**src/rtl/key_entry.sv**
```systemverilog
// key_entry: push-button front-end for the lock controller.
// Synchronises and debounces six raw buttons, turns each clean press into a
// one-cycle event, and assembles an 8-bit code one bit per press. A complete
// code is submitted with a one-cycle confirm pulse and then held on pw_8.
module key_entry #(
   parameter int unsigned DEB_CYCLES  = 1000000,
   parameter int unsigned IDLE_CYCLES = 500000000
) (
   input  logic       Clk,
   input  logic       reset,
   input  logic       btn_zero,
   input  logic       btn_one,
   input  logic       btn_del,
   input  logic       btn_ok,
   input  logic       btn_clr,
   input  logic       btn_lock,
   output logic [7:0] pw_8,
   output logic       confirm,
   output logic       lock,
   output logic [3:0] digit_cnt,
   output logic       entry_err
);

   localparam int NUM_BTN = 6;
   localparam int B_ZERO  = 0;
   localparam int B_ONE   = 1;
   localparam int B_DEL   = 2;
   localparam int B_OK    = 3;
   localparam int B_CLR   = 4;
   localparam int B_LOCK  = 5;

   localparam int DEB_W  = $clog2(DEB_CYCLES + 1);
   localparam int IDLE_W = $clog2(IDLE_CYCLES + 1);
   localparam logic [DEB_W-1:0]  DEB_LAST  = DEB_W'(DEB_CYCLES - 1);
   localparam logic [IDLE_W-1:0] IDLE_LAST = IDLE_W'(IDLE_CYCLES - 1);

   typedef enum logic [1:0] {EMPTY, PARTIAL, FULL, SENT} state_t;

   logic [NUM_BTN-1:0] btn_raw;
   logic [NUM_BTN-1:0] sync_q1;
   logic [NUM_BTN-1:0] sync_q2;
   logic [NUM_BTN-1:0] stable;
   logic [NUM_BTN-1:0] press;
   logic [DEB_W-1:0]   deb_cnt [NUM_BTN];

   state_t            state, state_nxt;
   logic [7:0]        shift_reg, shift_nxt;
   logic [3:0]        cnt, cnt_nxt;
   logic [IDLE_W-1:0] idle_cnt, idle_nxt;
   logic              confirm_nxt, lock_nxt, err_nxt;

   assign btn_raw = {btn_lock, btn_clr, btn_ok, btn_del, btn_one, btn_zero};

   // Two-flop synchroniser bringing the raw buttons into the Clk domain.
   always_ff @(posedge Clk or negedge reset) begin
      if (!reset) begin
         sync_q1 <= '0;
         sync_q2 <= '0;
      end else begin
         // NOTE: non-blocking assignments so every flop samples the value from
         // before the edge; blocking here would collapse the two stages into one.
         sync_q1 <= btn_raw;
         sync_q2 <= sync_q1;
      end
   end

   // Debounce: a level change is accepted only after DEB_CYCLES consecutive
   // disagreeing samples; a 0->1 acceptance emits a one-cycle press event.
   always_ff @(posedge Clk or negedge reset) begin
      if (!reset) begin
         stable <= '0;
         press  <= '0;
         // NOTE: the counter array is a handful of flops, not a RAM, so it is
         // reset like any other register.
         for (int i = 0; i < NUM_BTN; i++) deb_cnt[i] <= '0;
      end else begin
         for (int i = 0; i < NUM_BTN; i++) begin
            press[i] <= 1'b0;
            if (sync_q2[i] == stable[i]) begin
               deb_cnt[i] <= '0;
            end else if (deb_cnt[i] == DEB_LAST) begin
               stable[i]  <= sync_q2[i];
               deb_cnt[i] <= '0;
               press[i]   <= sync_q2[i];
            end else begin
               deb_cnt[i] <= deb_cnt[i] + DEB_W'(1);
            end
         end
      end
   end

   // Entry FSM: applies press events by priority clr > ok > del > digit,
   // with lock handled alongside, plus the idle-timeout discard.
   always_comb begin
      // NOTE: every output of this block gets a default first so no path leaves
      // a signal unassigned, which would otherwise infer a latch.
      state_nxt   = state;
      shift_nxt   = shift_reg;
      cnt_nxt     = cnt;
      idle_nxt    = idle_cnt;
      confirm_nxt = 1'b0;
      lock_nxt    = 1'b0;
      err_nxt     = 1'b0;

      if (press[B_CLR]) begin
         state_nxt = EMPTY;
         shift_nxt = '0;
         cnt_nxt   = '0;
      end else if (press[B_OK]) begin
         if (state == FULL) begin
            confirm_nxt = 1'b1;
            state_nxt   = SENT;
         end else begin
            err_nxt = 1'b1;
         end
      end else if (press[B_DEL]) begin
         case (state)
            PARTIAL, FULL: begin
               shift_nxt = {1'b0, shift_reg[7:1]};
               cnt_nxt   = cnt - 4'd1;
               state_nxt = (cnt == 4'd1) ? EMPTY : PARTIAL;
            end
            SENT: begin
               state_nxt = EMPTY;
               shift_nxt = '0;
               cnt_nxt   = '0;
            end
            default: err_nxt = 1'b1;
         endcase
      end else if (press[B_ZERO] || press[B_ONE]) begin
         if (press[B_ZERO] && press[B_ONE]) begin
            err_nxt = 1'b1;
         end else begin
            case (state)
               EMPTY, PARTIAL: begin
                  shift_nxt = {shift_reg[6:0], press[B_ONE]};
                  cnt_nxt   = cnt + 4'd1;
                  state_nxt = (cnt == 4'd7) ? FULL : PARTIAL;
               end
               SENT: begin
                  shift_nxt = {7'b0, press[B_ONE]};
                  cnt_nxt   = 4'd1;
                  state_nxt = PARTIAL;
               end
               default: err_nxt = 1'b1;
            endcase
         end
      end

      // Lock also wipes the entry, overriding whatever the chain above decided.
      if (press[B_LOCK]) begin
         lock_nxt  = 1'b1;
         state_nxt = EMPTY;
         shift_nxt = '0;
         cnt_nxt   = '0;
      end

      // Idle timer: restarted by any press, counts only while an entry is open.
      if (|press) begin
         idle_nxt = '0;
      end else if (state == PARTIAL || state == FULL) begin
         if (idle_cnt == IDLE_LAST) begin
            idle_nxt  = '0;
            state_nxt = EMPTY;
            shift_nxt = '0;
            cnt_nxt   = '0;
         end else begin
            idle_nxt = idle_cnt + IDLE_W'(1);
         end
      end
   end

   // Entry state and registered outputs.
   always_ff @(posedge Clk or negedge reset) begin
      if (!reset) begin
         state     <= EMPTY;
         shift_reg <= '0;
         cnt       <= '0;
         idle_cnt  <= '0;
         confirm   <= 1'b0;
         lock      <= 1'b0;
         entry_err <= 1'b0;
      end else begin
         state     <= state_nxt;
         shift_reg <= shift_nxt;
         cnt       <= cnt_nxt;
         idle_cnt  <= idle_nxt;
         confirm   <= confirm_nxt;
         lock      <= lock_nxt;
         entry_err <= err_nxt;
      end
   end

   assign pw_8      = shift_reg;
   assign digit_cnt = cnt;

endmodule

```
**config.mk**
```make
export PLATFORM = sky130hd
export DESIGN_NAME = key_entry
export DESIGN_NICKNAME = d
export VERILOG_FILES = /design/src/rtl/key_entry.sv
export SDC_FILE = /design/constraint.sdc
export NUM_CORES = 1
export LEC_CHECK = 0
export CORE_MARGIN = 4
export CORE_UTILIZATION = 26
export DETAILED_ROUTE_END_ITERATION = 12
export PLACE_DENSITY_LB_ADDON = 0.1
export SKIP_CTS_REPAIR_TIMING = 1
export SYNTH_ARGS = -nofsm -noshare
export SYNTH_HDL_FRONTEND = slang
export SYNTH_SLANG_ARGS = --single-unit
export TNS_END_PERCENT = 100
```
**constraint.sdc**
```tcl
create_clock -name Clk -period 3.3 [get_ports Clk]
set_input_delay 0.66 -clock Clk [delete_from_list [all_inputs] [get_ports Clk]]
set_output_delay 0.66 -clock Clk [all_outputs]
set_load 0.02 [all_outputs]
```
==> metrics.txt, run 1 <==
status=completed; Global Route Usage Sum=0.112; final setup vio count=0; register bit total from synthesis=190; worst slew pin tran=891 ps; Post-Place Setup Slack=859 ps; TritonRoute pass-1 iters=6; CTS tree=built; Final WS setup=877 ps; Area Overhead vs Synth=15.5%; vias=6,704; PortBufs=22; slew margin rel.=0.402; Rows=68; initial DRC count=323; RSZ-0062 raised after global routing=no; share of layout cells above drive strength 1=0.0601; clock sink count=190; Top-Level Pins=23; most frequent cells in the layout=dfrtp_1, nor2_1, xor2_1; Die Area=38,800 sq um; worst ir drop on vdd=0.311 mV; DR DRC count=0; Arr. time, crit path=2730 ps; H-tree depth=4; CP Class=reg2reg; clock share of power=0.470; die width=197 microns; synthesized area per cell=9.86 sq um; main area contributors after synthesis=dfrtp_1, xor2_1, nor2_1; syn_nets=965; Static Leak=4.52 nW; post-route ant nets=0; Initial Util=0.266; clock buffer count from CTS=17; power per cell area=440 nW/um^2; Req. time, crit path=3610 ps; Nets=993; first-pass GRT wire length=35.8 mm; HP Class=in2async; commonest non-fill, non-tap cell in the layout=dfrtp_1; EDFF count, synth=0; sequential share of the synthesized area=0.512; combinational share of power=0.026; clk root buf=clkbuf_16; Main synth FF type=dfrtp_1; clk buf depth=2; Cells after Synth=942; Synth cell types=59; diode count=0; kind of start point of the critical path=flop; sequential share of power=0.504; Crit Path Max Fanout=11; Setup Skew=9.24 ps; synthesized area=9290 sq um; clk_lat worst skew=440 ps; largest net degree at the start of global routing=82; max-cap violations=0; register clock-pin slew on the reported worst setup and hold paths=70 ps; minimum clock period=2420 ps; fin crit share=0.734; Crit. End Element=flop; Core Area=34,900 sq um; post-route setup TNS=0 ps; WL final=20.7 mm; detailed placer's ending HPWL=13.7 mm; max-slew violation count=0; initial antenna violation count=0; RePlAce Congestion=0.741; Yosys Warn Count=0; fmax=413 MHz; final hold viol count=0; Pint=3.66 mW; Layout Utilization=0.307; switching power=1.06 mW; async set or reset register ratio after synthesis=1.00; GRT overflow=0; sw frac=0.224; number of global-route vias before repair=6,827; top-area cell type share of the netlist area=0.512; routed length per placed instance=14.4 microns; vias per inst=4.67; die height=197 microns; leading area contributor after synthesis=dfrtp_1
flip-flops by register name (all words and copies together), names as in the netlist:
register and count:
confirm 1, deb_cnt 120, digit_cnt 4, entry_err 1
idle_cnt 29, lock 1, press 6, pw_8 8
stable 6, state 2, sync_q1 6, sync_q2 6
cell type report:
type / count / area, sq um
clock buffers: 18 / 429
clock inverters: 13 / 188
fillers: 3640 / 24200
inverters: 18 / 67.6
multi-input cells: 707 / 4360
flip-flops and latches: 190 / 4750
well taps: 455 / 569
repair buffers: 36 / 354
cells by family (layout without fill, tap and decap cells):
family                   after synthesis  after routing  synth area share
AO/OA/AOI/OAI                         79             79            0.0558
XOR/XNOR                             128            128             0.121
adder cells (fa/ha/maj)               15             15            0.0202
buffers and inverters                 45             85            0.0185
flip-flops                           190            190             0.512
multiplexers                           6              6           0.00727
AND/OR/NAND/NOR                      479            479             0.266
cell usage after synthesis, types with 3 or more instances:
cell / count
nand2_1: 69
buf_1: 4
and2_1: 9
dfrtp_1: 190
o211ai_1: 3
and4_1: 20
nor4b_1: 6
xnor2_1: 40
inv_1: 18
clkbuf_1: 21
nor3b_1: 6
ha_1: 15
a22oi_1: 3
nand3_1: 53
and4b_1: 3
a31oi_1: 8
mux2_2: 6
nand4_1: 55
nand2b_1: 8
nor2_1: 167
a211oi_1: 3
nand4b_1: 5
a21oi_1: 22
or3_1: 5
nor4_1: 14
xor2_1: 88
nor3_1: 17
a41oi_1: 3
and3_1: 23
o22ai_1: 7
o21ai_0: 12
final timing paths:
path,start,end,slack [ps],depth (start not counted)
max,state[1],idle_cnt[10],880,8
min,reset,deb_cnt[110],260,1
max reg2reg,state[1],idle_cnt[10],880,8
min reg2reg,sync_q1[5],sync_q2[5],350,0
max in group asynchronous,reset,deb_cnt[33],2290,2
min in group Clk,sync_q1[5],sync_q2[5],350,0
worst max-delay path: stages (launching register included):
cell and delay, ps:
dfrtp_1 500, inv_1 110, ha_1 310, inv_1 230
nand4_1 460, buf_4 370, nand3_1 120, xor2_1 150
nor2_1 50
layer usage:
layer	wire, microns	vias to the layer above	share of wire	track usage
met2	9270	54	0.45	0.171
met3	455	16	0.022	0.0218
met1	10700	3268	0.52	0.159
li1	-	3366	-	-
met4	299	0	0.014	0.0398
met5	0	-	0	0
power groups by stage:
| stage | Combinational (mW) | Clock, mW | Sequential (mW) |
|---|---|---|---|
| global route | 0.147 | 2.41 | 2.38 |
| floorplan | 0.0530 | 0 | 2.42 |
| global placement | 0.133 | 0 | 2.42 |
| finish | 0.123 | 2.22 | 2.38 |
| detailed placement | 0.132 | 0 | 2.42 |
| CTS | 0.132 | 2.31 | 2.37 |
metrics by stage:
step,hold slack [ps],std cells,cell area [sq um],power (mW)
6_report,257,1437,10700,4.72
5_1_grt,310,1437,10700,4.93
4_1_cts,282,1437,10700,4.82
3_5_place_dp,335,1406,10100,2.55
3_3_place_gp,336,1406,10100,2.55
2_1_floorplan,331,942,9290,2.47
No activity file was read; power rests on OpenSTA's default activity.
==> inputs of run 2 (changes only) <==
- clock period: 3.3 -> 2.21 ns (I/O delays scaled with it)
==> run 2 against run 1 <==
Net effect:
- register-to-register slack worse by 740 ps
- final area increased by 2.3%
- critical path depth shrank 7
- first-iteration DRC count grew 24%
- combinational power up 60%
- power rose by 44%
- via count rose by 1.8%
- setup slack worse by 770 ps
- non-clock buffer count grew 36
- critical path type is now reg2out
- highest routed layer unchanged
==> metrics.txt, run 2 (synthesis gave the netlist of run 1 again) <==
worst r2r dst=digit_cnt[3]; max-cap violations=0; Req. time, crit path=1770 ps; most frequent cells in the layout=dfrtp_1, nor2_1, xor2_1; Arr. time, crit path=1660 ps; flip-flop count of the largest register after layout=120; Setup Skew=9.57 ps; CP Class=reg2out; detailed placer's ending HPWL=14.4 mm; routed length per placed instance=14.5 microns; WHS Endpoint=sync_q2[5]; max-slew violation count=0; Top-Level Pins=23; CP delay by family, top=buffers and inverters; TritonRoute pass-1 iters=4; Worst Hold Depth=0; Static Leak=4.69 nW; kind of start point of the critical path=flop; fillers=3,625; clk_lat worst skew=440 ps; RR Startpoint=state[1]; slew margin rel.=0.447; clock buffer count from CTS=17; worst ir drop on vdd=0.433 mV; DR DRC count=0; Top reg by flops=deb_cnt; hold_sp=sync_q1[5]; number of global-route vias before repair=6,974; total power draw=6.81 mW; HP Class=reg2reg; Area Overhead vs Synth=18.1%; Initial Util=0.266; Die Area=38,800 sq um; worst slew pin tran=824 ps; share of layout cells above drive strength 1=0.0942; Rows=68; post-route setup TNS=0 ps; first-pass GRT wire length=36.8 mm; PortBufs=22; fmax=476 MHz; diode count=0; placed cell count=1,439; Crit path buffers/inverters=1; RSZ-0062 raised after global routing=no; clk buf depth=2; Worst path slowest cell=clkdlybuf4s50_1; initial DRC count=399; final hold viol count=0; status=completed; minimum clock period=2100 ps; crit path from=digit_cnt[0]; largest net degree at the start of global routing=58; crit path cell chain=clkdlybuf4s50_1; Post-Place Setup Slack=160 ps; Nets=1,029; Final WS setup=108 ps; CTS tree=built; clk root buf=clkbuf_16; power per cell area=621 nW/um^2; GRT overflow=0; commonest non-fill, non-tap cell in the layout=dfrtp_1; Crit. End Element=primary output; Crit Path Max Fanout=8; RePlAce Congestion=0.760; Global Route Usage Sum=0.116; die width=197 microns; R2R Setup Slk=140 ps; register clock-pin slew on the reported worst setup and hold paths=70 ps; Core Area=34,900 sq um; Layout Cells excl Fill=1,474; clock sink count=190; final setup vio count=0; die height=197 microns; max incr delay on CP=720 ps; Hold WS=349 ps; FF-to-FF path depth=6; initial antenna violation count=0; vias per inst=4.63; fin crit share=0.951; H-tree depth=4; post-route ant nets=0; WL final=21.3 mm; vias=6,828
run 2: cell types whose count changed in the layout (fill, tap and decap cells not counted), sizes merged:
cell,before,now
dlygate4sd3,0,1
clkinvlp,0,1
clkbuf,19,21
inv,21,20
buf,14,49
bufinv,4,1
clkinv,6,8
run 2: final cells by class:
class	count	area (sq um)	area share
clock buffers	20	467	0.0425
repair buffers	72	639	0.0583
well taps	455	569	0.0519
multi-input cells	707	4360	0.398
flip-flops and latches	190	4750	0.433
inverters	18	67.6	0.00616
clock inverters	12	110	0.0100
run 2: layer usage:
metal,track usage,wire (microns)
met1,0.158,10700
met2,0.186,9910
met3,0.0205,400
met4,0.0393,319
met5,0,0
run 2: power breakdown:
part           leakage, nW  total, mW  switching (mW)  internal (mW)
logic                 1.79      0.197           0.135         0.0620
clock network        0.287       3.07            1.42           1.65
registers             2.61       3.55          0.0334           3.51
run 2: how the worst max path moves through the flow:
stage	endpoint	slack [ps]	cells past startpoint
after floorplan	digit_cnt[3]	130	6
after global placement	digit_cnt[3]	210	6
after detailed placement	digit_cnt[3]	160	6
after CTS	digit_cnt[0]	40	1
after global routing	digit_cnt[0]	10	1
final	digit_cnt[0]	110	1
run 2: stage by stage:
stage / cell area [sq um] / util
finish: 11000 / 0.315
global route: 11000 / 0.315
CTS: 10900 / 0.314
detailed placement: 10400 / 0.297
global placement: 10400 / 0.297
floorplan: 9290 / -
